<file path="config.mk">
export PLATFORM = sky130hd
export DESIGN_NAME = id_exe_stage
export DESIGN_NICKNAME = d
export VERILOG_FILES = /design/src/rtl/id_exe_stage_pkg.sv /design/src/rtl/id_exe_stage_wt_sel.sv /design/src/rtl/id_exe_stage.sv
export SDC_FILE = /design/constraint.sdc
export NUM_CORES = 1
export LEC_CHECK = 0
export CORE_MARGIN = 2
export CORE_UTILIZATION = 42
export DETAILED_ROUTE_END_ITERATION = 10
export PLACE_DENSITY = 0.77
export SYNTH_ARGS = -nofsm -noshare
export SYNTH_HDL_FRONTEND = slang
export SYNTH_SLANG_ARGS = --single-unit
</file>
<file path="constraint.sdc">
create_clock -name clk -period 2.88 [get_ports clk]
set_input_delay 0.72 -clock clk [delete_from_list [all_inputs] [get_ports clk]]
set_output_delay 0.72 -clock clk [all_outputs]
set_load 0.1 [all_outputs]
</file>
<file path="src/rtl/id_exe_stage_pkg.sv">
// Shared pipeline definitions: default field widths, the zero-register constant
// and the control-field bundle carried between stage registers.
package id_exe_stage_pkg;

   localparam int DATA_W_DEF  = 32;
   localparam int RADDR_W_DEF = 5;
   localparam int WB_W_DEF    = 2;
   localparam int M_W_DEF     = 2;
   localparam int EX_W_DEF    = 5;
   localparam int CNT_W_DEF   = 16;

   // Register 0 is hard-wired to zero, so writes to it never forward.
   localparam int ZERO_REG = 0;

   typedef struct packed {
      logic [WB_W_DEF-1:0] wb;
      logic [M_W_DEF-1:0]  m;
      logic [EX_W_DEF-1:0] ex;
   } ctrl_t;

   localparam ctrl_t CTRL_BUBBLE = '0;

endpackage

</file>
<file path="src/rtl/id_exe_stage_wt_sel.sv">
// Register-file write-through select for one read operand: a same-cycle
// write to the operand's source register replaces the stale read value.
module idexe_wt_sel
   import id_exe_stage_pkg::*;
#(
   parameter int DATA_W  = DATA_W_DEF,
   parameter int RADDR_W = RADDR_W_DEF
) (
   input  logic [DATA_W-1:0]  rdata,
   input  logic [RADDR_W-1:0] raddr,
   input  logic               we,
   input  logic [RADDR_W-1:0] waddr,
   input  logic [DATA_W-1:0]  wdata,
   output logic [DATA_W-1:0]  sel
);

   logic hit;

   assign hit = we && (waddr != RADDR_W'(ZERO_REG)) && (waddr == raddr);
   assign sel = hit ? wdata : rdata;

endmodule

</file>
<file path="src/rtl/id_exe_stage.sv">
// ID/EX pipeline register with flush (bubble), stall (hold), register-file
// write-through on the read operands and a saturating stalled-cycle counter.
module id_exe_stage
   import id_exe_stage_pkg::*;
#(
   parameter int DATA_W  = DATA_W_DEF,
   parameter int RADDR_W = RADDR_W_DEF,
   parameter int WB_W    = WB_W_DEF,
   parameter int M_W     = M_W_DEF,
   parameter int EX_W    = EX_W_DEF,
   parameter int CNT_W   = CNT_W_DEF
) (
   input  logic               clk,
   input  logic               rst,
   input  logic               Stall,
   input  logic               Flush,
   input  logic               IdValid,
   input  logic [WB_W-1:0]    IdWb,
   input  logic [M_W-1:0]     IdM,
   input  logic [EX_W-1:0]    IdEx,
   input  logic [DATA_W-1:0]  IdReadD1,
   input  logic [DATA_W-1:0]  IdReadD2,
   input  logic [DATA_W-1:0]  IdAdr,
   input  logic [RADDR_W-1:0] IdRs,
   input  logic [RADDR_W-1:0] IdRt,
   input  logic [RADDR_W-1:0] IdRd,
   input  logic               WbWe,
   input  logic [RADDR_W-1:0] WbAddr,
   input  logic [DATA_W-1:0]  WbData,
   output logic               ExValid,
   output logic [WB_W-1:0]    ExWb,
   output logic [M_W-1:0]     ExM,
   output logic [EX_W-1:0]    ExEx,
   output logic [DATA_W-1:0]  ExReadD1,
   output logic [DATA_W-1:0]  ExReadD2,
   output logic [DATA_W-1:0]  ExAdr,
   output logic [RADDR_W-1:0] ExRs,
   output logic [RADDR_W-1:0] ExRt,
   output logic [RADDR_W-1:0] ExRd,
   output logic [CNT_W-1:0]   StallCnt
);

   logic [DATA_W-1:0] rd1_sel;
   logic [DATA_W-1:0] rd2_sel;

   idexe_wt_sel #(.DATA_W(DATA_W), .RADDR_W(RADDR_W)) u_wt_rs (
      .rdata (IdReadD1),
      .raddr (IdRs),
      .we    (WbWe),
      .waddr (WbAddr),
      .wdata (WbData),
      .sel   (rd1_sel)
   );

   idexe_wt_sel #(.DATA_W(DATA_W), .RADDR_W(RADDR_W)) u_wt_rt (
      .rdata (IdReadD2),
      .raddr (IdRt),
      .we    (WbWe),
      .waddr (WbAddr),
      .wdata (WbData),
      .sel   (rd2_sel)
   );

   // Priority: reset, then flush (bubble, counter untouched), then stall, then load.
   always_ff @(posedge clk) begin
      if (rst || Flush) begin
         ExValid  <= 1'b0;
         ExWb     <= '0;
         ExM      <= '0;
         ExEx     <= '0;
         ExReadD1 <= '0;
         ExReadD2 <= '0;
         ExAdr    <= '0;
         ExRs     <= '0;
         ExRt     <= '0;
         ExRd     <= '0;
         if (rst) StallCnt <= '0;
      end else if (Stall) begin
         if (StallCnt != '1) StallCnt <= StallCnt + CNT_W'(1);
      end else begin
         ExValid  <= IdValid;
         ExWb     <= IdValid ? IdWb : '0;
         ExM      <= IdValid ? IdM  : '0;
         ExEx     <= IdValid ? IdEx : '0;
         ExReadD1 <= rd1_sel;
         ExReadD2 <= rd2_sel;
         ExAdr    <= IdAdr;
         ExRs     <= IdRs;
         ExRt     <= IdRt;
         ExRd     <= IdRd;
      end
   end

endmodule

</file>
==> metrics.txt <==
area of the multi-input gates=3110 sq um; unrepaired setup endpoints after global routing=no; Post-Syn Area=6460 sq um; post-layout util=0.651; Max VDD drop=0.462 mV; Seq/Total Area, Yosys=0.450; asr flop ratio synth=0; dpl cells=1,100; Post-DRT Antenna Nets=0; Yosys warning count=0; fmax=427 MHz; TritonRoute pass-1 iters=5; Mapped Cells=671; post-layout total power=5.71 mW; post_cts resized=0; Final Cell Area=9820 sq um; DIE AREA=16,400 sq um; mux cell area share after synthesis=0.0729; DR vias=6,377; DIE WIDTH=128 um; Fill cells=1,271; setup TNS=0 ps; Yosys top cell area share=0.375; GPL Wtd Cong=0.815; hold_buf cts=0; share of cells above drive strength 1=0.232; Top FF cell, synth=dfxtp_1; final wirelength=21,900 um; core box area=15,100 sq um; synthesis-to-finish area growth=52.1%; Die Ht=128 um; syn_nets=835; GR Overflow Total=0; Storage cell area=2900 sq um; row cnt=45; Yosys cell types=36; Critical Path, Cell by Cell=clkdlybuf4s50_1, xor2_1, nor2_4, a41oi_1, a221oi_2; max-slew violations=0; Setup crit end kind=register; Skew-Pair Late Insertion Delay=420 ps; top cells by area, synth=dfxtp_1 38%, a41oi_1 8.3%, o31ai_1 7.7%; drt drc=0; Total GRT Usage=0.261; Crit Path Category=in2reg; fin crit period=2340 ps; clk sinks=137; FF+latch count, synth=137; Leak Pwr=3.83 nW; WL/cell=19.4 um; vias in the first global route=6,147; max incr delay on CP=710 ps; simple-gate share of the synthesized area=0.0754; startpoint types=input pin; largest family of logic cells by synthesized area=compound AO/OA/AOI/OAI gates; status=complete, no violations; port bufs=299; max_slew headroom=0.405; I/O pin count=300; Pwr Density=582 nW/um^2; Post-synth EDFFs=16; first-pass GRT wire length=33,300 um; max-cap viol count=0; CP max FO=32; Net count, final=1,095; CTS root buf=clkbuf_16; htree depth=4; count of final hold-check violations=0; Worst Skew=6.54 ps; initial DRC count=530; Hold Path Class=reg2reg; largest net degree at the start of global routing=65; setup bufs post-CTS=0; xor/xnor share of the synthesized area=0.0285; CTS Buf Count=17; worst path arrival time=2670 ps; # setup viols final=0; Non-Filler Instances=1,131; Avg Synthesized Cell Area=9.62 sq um; Clock Path Buffers=2; post-synth top area cell=dfxtp_1; post-synthesis compound-gate area fraction=0.300; critical path's slowest cell=nor2_4; DP Area=9240 sq um; post-synthesis adder-cell area fraction=0.00194; post-detail-place hpwl=15,100 um; Worst-path clk slew=60 ps; initial antenna violation count=1; CTS tree=built; CP Data Required Time=3210 ps; Via density=5.64; worst-margin pin slew=890 ps; fin crit share=0.813; Initial Utilization=0.428
## cells by family (layout without fill, tap and decap cells)
group                      Yosys count  after routing
adders and majority gates            1              1
DFF                                137            137
buffers and inverters              105            376
and+or+nand+nor                    109            109
AOI/OAI and AO/OA                  251            251
muxes                               47             47
xor gates and xnor gates            21             21
other                                0              1
## through the flow
stage	hold WS, ps	worst slack [ps]
after floorplan	864	219
after global placement	458	169
after detailed placement	459	130
after CTS	468	570
after global routing	483	426
final	467	539
## per-layer routing
layer | vias up | global-route usage | part of all wire
met3 | 28 | 0.0814 | 0.084
met2 | 280 | 0.433 | 0.49
met5 | - | 0 | 0
met1 | 3009 | 0.321 | 0.41
met4 | 0 | 0.0899 | 0.018
li1 | 3060 | - | -
## path summary, 6_finish.rpt
| path | from | to | slack [ps] | cells past startpoint |
|---|---|---|---|---|
| worst max-delay path | WbAddr[2] | ExReadD1[25]$_SDFFE_PP0N_ | 540 | 5 |
| worst min-delay path | ExReadD1[10]$_SDFFE_PP0N_ | ExReadD1[10]$_SDFFE_PP0N_ | 470 | 2 |
| worst max register to register | StallCnt[2]$_SDFFCE_PP0P_ | StallCnt[15]$_SDFFCE_PP0P_ | 1080 | 4 |
| worst min register to register | ExReadD1[10]$_SDFFE_PP0N_ | ExReadD1[10]$_SDFFE_PP0N_ | 470 | 2 |
## final cells by class
cell class                      count  area share
Inverter                           28      0.0107
Multi-Input combinational cell    429       0.317
Clock buffer                       23      0.0497
Clock inverter                      7     0.00956
Timing Repair Buffer              318       0.293
Antenna cell                        1    0.000255
Sequential cell                   137       0.296
Tap cell                          188      0.0240
## state kept, by name, summed over array words and instances (netlist names)
signal	flops
ExAdr	32
ExEx	5
ExM	2
ExRd	5
ExReadD1	32
ExReadD2	32
ExRs	5
ExRt	5
ExValid	1
ExWb	2
StallCnt	16
## placed cells by master (no fill, tap or decap), types with 7 or more instances in the layout
master and instances:
xor2_1 10, xnor2_1 11, a221oi_2 20, buf_4 149, a22oi_1 9, inv_1 28, o31ai_1 65, dfxtp_1 121
a41oi_1 61, nand3_1 9, nor2_1 69, clkdlybuf4s50_1 161, clkbuf_16 17, buf_12 7, mux2i_1 47, a21oi_1 44
edfxtp_1 16, o21ai_0 42
## critical path, delay by kind of cell
| kind | cells | cell delay, ps |
|---|---|---|
| AO/OA/AOI/OAI | 2 | 560 |
| XOR/XNOR | 1 | 200 |
| buffers and inverters | 1 | 470 |
| AND/OR/NAND/NOR | 1 | 710 |
## synthesized netlist by cell type (all sizes together), types with 9 or more instances
cell / count
a22oi: 9
a41oi: 64
xor2: 10
xnor2: 11
clkbuf: 55
a21oi: 44
edfxtp: 16
dfxtp: 121
nor2: 72
nand3: 9
o31ai: 66
inv: 28
mux2i: 47
buf: 22
a221oi: 24
o21ai: 43
## where the power goes
group          total (mW)  internal (mW)  switching (mW)  leakage [nW]
Combinational        1.46          0.456            1.00          2.39
Sequential           2.07           2.01          0.0584          1.16
Clock                2.18           1.36           0.827         0.281
(Power assumes the default switching activity.)
